==> config.mk <==
export PLATFORM = sky130hd
export DESIGN_NAME = uart_tx_result
export DESIGN_NICKNAME = d
export VERILOG_FILES = /design/src/rtl/uart_pkg.sv /design/src/rtl/byte_fifo.sv /design/src/rtl/uart_tx_result.sv
export SDC_FILE = /design/constraint.sdc
export NUM_CORES = 1
export LEC_CHECK = 0
export ABC_AREA = 1
export ABC_CLOCK_PERIOD_IN_PS = 6300
export CAP_MARGIN = 0
export CORE_MARGIN = 1.5
export CORE_UTILIZATION = 53
export CTS_BUF_LIST = sky130_fd_sc_hd__clkbuf_4 sky130_fd_sc_hd__clkbuf_8
export CTS_CLUSTER_SIZE = 28
export DETAILED_ROUTE_END_ITERATION = 16
export DONT_BUFFER_PORTS = 1
export HOLD_SLACK_MARGIN = 0.15
export PLACE_DENSITY_LB_ADDON = 0.08
export SETUP_SLACK_MARGIN = 0.3
export SYNTH_ARGS = -nofsm -noshare
export SYNTH_HDL_FRONTEND = slang
export SYNTH_HIERARCHICAL = 1
export SYNTH_SLANG_ARGS = --single-unit
==> constraint.sdc <==
create_clock -name clk_in1 -period 6.3 [get_ports clk_in1]
set_input_delay 1.26 -clock clk_in1 [delete_from_list [all_inputs] [get_ports clk_in1]]
set_output_delay 1.26 -clock clk_in1 [all_outputs]
set_load 0.01 [all_outputs]
==> src/rtl/uart_pkg.sv <==
`default_nettype none
// ============================================================================
// Module      : uart_pkg
// Description : Shared types and constants for the result UART transmitter.
//               tx_state_t     - frame FSM states
//               UART_DATA_BITS - payload bits per 8N1 frame
//               DEF_CLKS_PER_BIT - 100 MHz / 115200 baud
// Revision    : 1.0 - initial release
// ============================================================================
package uart_pkg;

  typedef enum logic [1:0] {
    IDLE  = 2'd0,
    START = 2'd1,
    DATA  = 2'd2,
    STOP  = 2'd3
  } tx_state_t;

  localparam int UART_DATA_BITS   = 8;
  localparam int DEF_CLKS_PER_BIT = 868;

endpackage
`default_nettype wire

==> src/rtl/byte_fifo.sv <==
`default_nettype none
// ============================================================================
// Module      : byte_fifo
// Description : Synchronous FIFO with first-word-fall-through read data.
//               Pointers carry one extra wrap bit to tell full from empty.
// Ports       : clk   in            clock
//               rst_n in            asynchronous active-low reset
//               push  in            write din (accepted if not full, or if a
//                                   pop happens in the same cycle)
//               pop   in            discard head entry (ignored when empty)
//               din   in  [WIDTH]   write data
//               dout  out [WIDTH]   head entry, valid while !empty
//               full  out           DEPTH entries held
//               empty out           no entries held
// Revision    : 1.0 - initial release
// ============================================================================
module byte_fifo #(
  parameter int DEPTH = 4,
  parameter int WIDTH = 8
) (
  input  logic             clk,
  input  logic             rst_n,
  input  logic             push,
  input  logic             pop,
  input  logic [WIDTH-1:0] din,
  output logic [WIDTH-1:0] dout,
  output logic             full,
  output logic             empty
);

  localparam int c_AW = $clog2(DEPTH);

  logic [c_AW:0]      r_wr_ptr;
  logic [c_AW:0]      r_rd_ptr;
  logic [WIDTH-1:0]   r_mem [DEPTH];
  logic               w_wr_en;
  logic               w_rd_en;

  assign empty   = (r_wr_ptr == r_rd_ptr);
  assign full    = (r_wr_ptr[c_AW] != r_rd_ptr[c_AW]) &&
                   (r_wr_ptr[c_AW-1:0] == r_rd_ptr[c_AW-1:0]);
  assign w_rd_en = pop && !empty;
  // A pop frees the head slot in the same edge, so a write while full is safe.
  assign w_wr_en = push && (!full || w_rd_en);
  assign dout    = r_mem[r_rd_ptr[c_AW-1:0]];

  always_ff @(posedge clk or negedge rst_n) begin
    if (!rst_n) begin
      r_wr_ptr <= '0;
      r_rd_ptr <= '0;
    end else begin
      if (w_wr_en) r_wr_ptr <= r_wr_ptr + 1'b1;
      if (w_rd_en) r_rd_ptr <= r_rd_ptr + 1'b1;
    end
  end

  // Storage needs no reset: entries are only visible between the pointers.
  always_ff @(posedge clk) begin
    if (w_wr_en) r_mem[r_wr_ptr[c_AW-1:0]] <= din;
  end

endmodule
`default_nettype wire

==> src/rtl/uart_tx_result.sv <==
`default_nettype none
// ============================================================================
// Module      : uart_tx_result
// Description : Buffers result bytes from the glitch pipeline and sends them
//               to the host as 8N1 UART frames, timed from the system clock.
// Ports       : clk_in1  in       system clock
//               rst      in       asynchronous active-low reset
//               data_in  in  [8]  result byte
//               DV_in    in       one-cycle data-valid strobe
//               tx       out      serial line, idles high, registered
//               busy     out      frame in flight or bytes queued
//               overflow out      sticky: a byte was dropped on a full FIFO
// Revision    : 1.0 - initial release
// ============================================================================
module uart_tx_result
  import uart_pkg::*;
#(
  parameter int CLKS_PER_BIT = DEF_CLKS_PER_BIT,
  parameter int FIFO_DEPTH   = 4
) (
  input  logic                      clk_in1,
  input  logic                      rst,
  input  logic [UART_DATA_BITS-1:0] data_in,
  input  logic                      DV_in,
  output logic                      tx,
  output logic                      busy,
  output logic                      overflow
);

  localparam int                    c_CW        = $clog2(CLKS_PER_BIT);
  localparam int                    c_IW        = $clog2(UART_DATA_BITS);
  localparam logic [c_CW-1:0]       c_BAUD_LAST = c_CW'(CLKS_PER_BIT - 1);
  localparam logic [c_IW-1:0]       c_IDX_LAST  = c_IW'(UART_DATA_BITS - 1);

  tx_state_t                 r_state;
  tx_state_t                 w_next_state;
  logic [c_CW-1:0]           r_baud;
  logic [c_IW-1:0]           r_idx;
  logic [UART_DATA_BITS-1:0] r_sh;
  logic [UART_DATA_BITS-1:0] w_sh_next;
  logic                      r_tx;
  logic                      w_tx_next;
  logic                      r_ovf;
  logic                      w_baud_last;
  logic                      w_pop;
  logic                      w_full;
  logic                      w_empty;
  logic [UART_DATA_BITS-1:0] w_dout;

  byte_fifo #(
    .DEPTH (FIFO_DEPTH),
    .WIDTH (UART_DATA_BITS)
  ) u_fifo (
    .clk   (clk_in1),
    .rst_n (rst),
    .push  (DV_in),
    .pop   (w_pop),
    .din   (data_in),
    .dout  (w_dout),
    .full  (w_full),
    .empty (w_empty)
  );

  assign w_baud_last = (r_baud == c_BAUD_LAST);

  // ---- FSM: state register ------------------------------------------------
  always_ff @(posedge clk_in1 or negedge rst) begin
    if (!rst) r_state <= IDLE;
    else      r_state <= w_next_state;
  end

  // ---- FSM: next-state logic ----------------------------------------------
  always_comb begin
    w_next_state = r_state;
    case (r_state)
      IDLE:    if (!w_empty)                         w_next_state = START;
      START:   if (w_baud_last)                      w_next_state = DATA;
      DATA:    if (w_baud_last && r_idx == c_IDX_LAST) w_next_state = STOP;
      STOP:    if (w_baud_last)                      w_next_state = IDLE;
      default:                                       w_next_state = IDLE;
    endcase
  end

  // ---- FSM: outputs -------------------------------------------------------
  // tx is computed from the state being entered so that the registered line
  // lines up exactly with the state that owns it, with no output decode glitch.
  always_comb begin
    w_pop     = (r_state == IDLE) && !w_empty;
    w_sh_next = r_sh;
    if (w_pop)
      w_sh_next = w_dout;
    else if (r_state == DATA && w_baud_last)
      w_sh_next = r_sh >> 1;

    w_tx_next = 1'b1;
    case (w_next_state)
      START:   w_tx_next = 1'b0;
      DATA:    w_tx_next = w_sh_next[0];
      default: w_tx_next = 1'b1;
    endcase
  end

  // ---- Datapath: baud counter, bit index, shifter, line, overflow ---------
  always_ff @(posedge clk_in1 or negedge rst) begin
    if (!rst) begin
      r_baud <= '0;
      r_idx  <= '0;
      r_sh   <= '0;
      r_tx   <= 1'b1;
      r_ovf  <= 1'b0;
    end else begin
      // Counter restarts on every state entry and is parked in IDLE.
      if (w_next_state != r_state || r_state == IDLE || w_baud_last)
        r_baud <= '0;
      else
        r_baud <= r_baud + 1'b1;

      if (w_pop)
        r_idx <= '0;
      else if (r_state == DATA && w_baud_last)
        r_idx <= r_idx + 1'b1;

      r_sh <= w_sh_next;
      r_tx <= w_tx_next;

      // A pop in the same cycle makes room, so only a full FIFO without a pop drops.
      if (DV_in && w_full && !w_pop)
        r_ovf <= 1'b1;
    end
  end

  assign tx       = r_tx;
  assign overflow = r_ovf;
  assign busy     = (r_state != IDLE) || !w_empty;

endmodule
`default_nettype wire

==> metrics.md <==
| Metric | Value |
|---|---|
| Status | `completed` |
| Top-area cell type share of the netlist area | `32.65%` |
| Post-cts sizing count | `0` |
| Final Routed Wirelength | `5464 um` |
| Leakage power total | `1.387 nW` |
| Setup TNS Final | `0 ns` |
| Worst path arrival time | `1.81 ns` |
| Final HPWL from detailed placement | `4013 um` |
| Setup clock skew after layout | `0.006904 ns` |
| Total Die Area | `0.006009 mm^2` |
| Critical path startpoint category | `register` |
| Fin area | `0.003263 mm^2` |
| Worst flop-to-flop path endpoint | `u_fifo/r_mem[0][1]$_DFFE_PP_` |
| Cell area reported after detailed placement | `0.002999 mm^2` |
| Fraction of layout instances using a drive strength above 1 | `17.30%` |
| Skew-Pair Late Insertion Delay | `0.34 ns` |
| Netlist area before placement | `0.002943 mm^2` |
| Drt drc | `0` |
| Number of I/O pins | `14` |
| Pre-Repair DR Iteration Count | `4` |
| ANT cells | `0` |
| Slack of the worst reg-to-reg path | `3.63 ns` |
| Net switching power | `378.0 uW` |
| Number of H-tree levels | `3` |
| Power share of the sequential group | `45.4%` |
| Asr flop ratio synth | `49.21%` |
| Launch point of the worst hold path | `r_baud[0]$_DFF_PN0_` |
| Final hold violation count | `0` |
| Setup-violating endpoint count in the final report | `0` |
| Overall global routing resource usage | `20.40%` |
| Port-buffer cells | `0` |
| Vias in the first global route | `1933` |
| Non-filler cells in the finished layout | `359` |
| Most frequently used cell type in the post-synthesis netlist | `nand2_1` |
| Clock root cell | `clkbuf_8` |
| Row count | `26` |
| Reg-to-Reg Start | `u_fifo/r_rd_ptr[0]$_DFFE_PN0P_` |
| Total power density per cell area | `398.0 mW/mm^2` |
| Max-cap check violation count | `0` |
| Wire length of the first global-routing pass | `9052 um` |
| Number of antenna-violating nets in the routed design | `0` |
| Setup repair after global routing missed its margin | `no` |
| Maximum number of pins on one net before global-route repair | `32` |
| Syn_area_per_cell | `10.62 um^2` |
| Number of cells in the design after placement | `343` |
| Number of clock buffers inserted by TritonCTS | `9` |
| Slew Limit Headroom | `54.34%` |
| Die boundary width | `77.52 um` |
| Wire per inst | `15.22 um` |
| Sw frac | `29.11%` |
| Clock tree from TritonCTS | `yes` |
| CP Data Required Time | `5.04 ns` |
| Post-CTS Setup Bufs | `0` |
| Category of the critical setup timing path | `register to primary output` |
| Most instantiated cells after synthesis | `50 x nand2_1, 33 x nor2_1, 32 x edfxtp_1` |
| Number of sinks driven by the clock tree | `63` |
| Shortest clock period the worst path allows after layout | `3.071 ns` |
| Clk pwr share | `35.4%` |
| Number of enable-type register cells in the synthesized netlist | `32` |
| Pwr Total | `1.299 mW` |
| Post-CTS Hold Buffers | `0` |
| Final Max Tran Viols | `0` |
| Clk buf depth | `2` |
| Total of warnings raised by yosys | `6` |
| Clock transition time at the flip-flop clock pins of the worst setup and hold paths | `0.07 ns` |
| Routability congestion estimate from global placement | `0.9077` |
| Synth Net Count | `296` |
| Total congestion overflow | `0` |
| Capturing element of the worst setup path | `busy` |
| VDD IR-drop max | `289.6 uV` |
| Initial antenna violation count | `0` |
| Worst R2R Path Depth | `8` |
| Minimum hold slack | `0.4638 ns` |
| Number of DRC markers after the initial detailed-route iteration | `86` |
| Gate Count Post-Synth | `277` |
| Initial Util | `56.19%` |
| Internal power | `920.8 uW` |
| Part of the Yosys area used for sequential elements | `59.06%` |
| Share of the clock period used by the worst path | `48.74%` |
| Maximum fanout count along the critical path | `20` |
| Worst setup startpoint | `u_fifo/r_rd_ptr[0]$_DFFE_PN0P_` |
| Final Net Count | `303` |
| Number of vias per cell | `5.136` |
| Achievable Freq | `325.7 MHz` |
| Routed vias | `1844` |
| Largest cells by area after synthesis | `edfxtp_1 33%, dfrtp_1 26%, nand2_1 6.4%` |
| Tightest Pin Transition | `0.6823 ns` |
| Core Box Area | `0.005238 mm^2` |
| Type of element capturing the critical path | `primary output` |
| Cell accounting for the most synthesized area | `edfxtp_1` |
| Height of the die | `77.52 um` |
| Min-Delay Path Class | `register to register` |
| P&R area growth vs syn | `10.88%` |
| Synthesis-stage register bit count | `63` |
| Count of cell types in the netlist | `35` |
| Primary FF master, synth | `edfxtp_1` |
| Power share of the combinational group | `19.2%` |
==> registers in the layout (all words and copies together) (netlist names) <==
| signal | count |
|---|---|
| r_idx | 3 |
| tx | 1 |
| u_fifo/r_rd_ptr | 3 |
| overflow | 1 |
| r_state | 2 |
| r_sh | 8 |
| r_baud | 10 |
| u_fifo/r_mem | 32 |
| u_fifo/r_wr_ptr | 3 |
==> layer usage <==
layer	wire, um	vias up	GRT usage [%]	part of all wire, %
met1	2481	857	24.84	45
met2	2644	32	32.89	48
li1	-	939	-	-
met4	164	0	12.55	3.0
met5	0	-	0	0
met3	173	16	4.706	3.2
==> logic make-up (layout without fill, tap and decap cells) <==
group | count (synthesis) | in the layout | synth area share [%]
AOI/OAI and AO/OA | 35 | 35 | 7.313
buffers and inverters | 37 | 49 | 5.357
DFF | 63 | 63 | 59.06
muxes | 1 | 1 | 0.3401
xor gates and xnor gates | 9 | 9 | 2.934
and+or+nand+nor | 124 | 124 | 21.60
adders and majority gates | 8 | 8 | 3.401
==> final cells by class <==
type                    instances  area (um^2)
fillers                       413         1974
flip-flops and latches         63         1738
multi-input cells             177         1047
clock inverters                 6        132.6
clock buffers                  10        131.4
inverters                      33        126.4
well taps                      70        87.58
==> worst max-delay path, cell delays in order (launching register included) <==
cell and delay, ns:
dfrtp_1 0.71, xnor2_2 0.19, nand3_1 0.19, inv_1 0.21, nand2_1 0.16
==> layout by cell type (no fill, tap or decap), types with 2 or more instances in the layout <==
master,Yosys,layout
bufinv_16,0,4
inv_2,4,4
ha_1,8,8
nand2_2,7,7
dfrtp_1,30,30
nand4_1,2,2
nor2_4,4,4
o221ai_1,3,3
clkbuf_8,0,9
nand2_1,50,50
o21ai_0,18,18
nand3_2,3,3
nor2_2,5,5
nor2_1,33,33
edfxtp_1,32,32
inv_1,28,28
o22ai_1,8,8
xnor2_1,2,2
nand3_1,14,14
o211ai_1,3,3
xor2_1,6,6
==> worst min-delay path by stage <==
| stage | to | slack, ns | cells after the start |
|---|---|---|---|
| finish | r_baud[0]$_DFF_PN0_ | 0.46 | 1 |
| global route | r_idx[0]$_DFFE_PN0P_ | 0.51 | 1 |
| CTS | r_baud[0]$_DFF_PN0_ | 0.47 | 1 |
| detailed placement | r_baud[0]$_DFF_PN0_ | 0.46 | 1 |
| global placement | r_baud[0]$_DFF_PN0_ | 0.45 | 1 |
| floorplan | r_baud[0]$_DFF_PN0_ | 0.43 | 1 |
==> power by group through the flow <==
stage / combinational, mW / sequential (mW) / clock, mW
4_1_cts: 0.252 / 0.590 / 0.465
2_1_floorplan: 0.217 / 0.573 / 0
5_1_grt: 0.291 / 0.600 / 0.481
3_5_place_dp: 0.250 / 0.597 / 0
6_report: 0.249 / 0.590 / 0.460
3_3_place_gp: 0.246 / 0.596 / 0
==> per-stage QoR <==
stage          util, %  setup slack, ns
6_report         62.30            3.230
5_1_grt          62.30            3.082
4_1_cts          62.30            3.220
3_5_place_dp     57.26            3.600
3_3_place_gp     57.26            3.605
2_1_floorplan        -            3.896
Power figures use the tool's default switching activity.
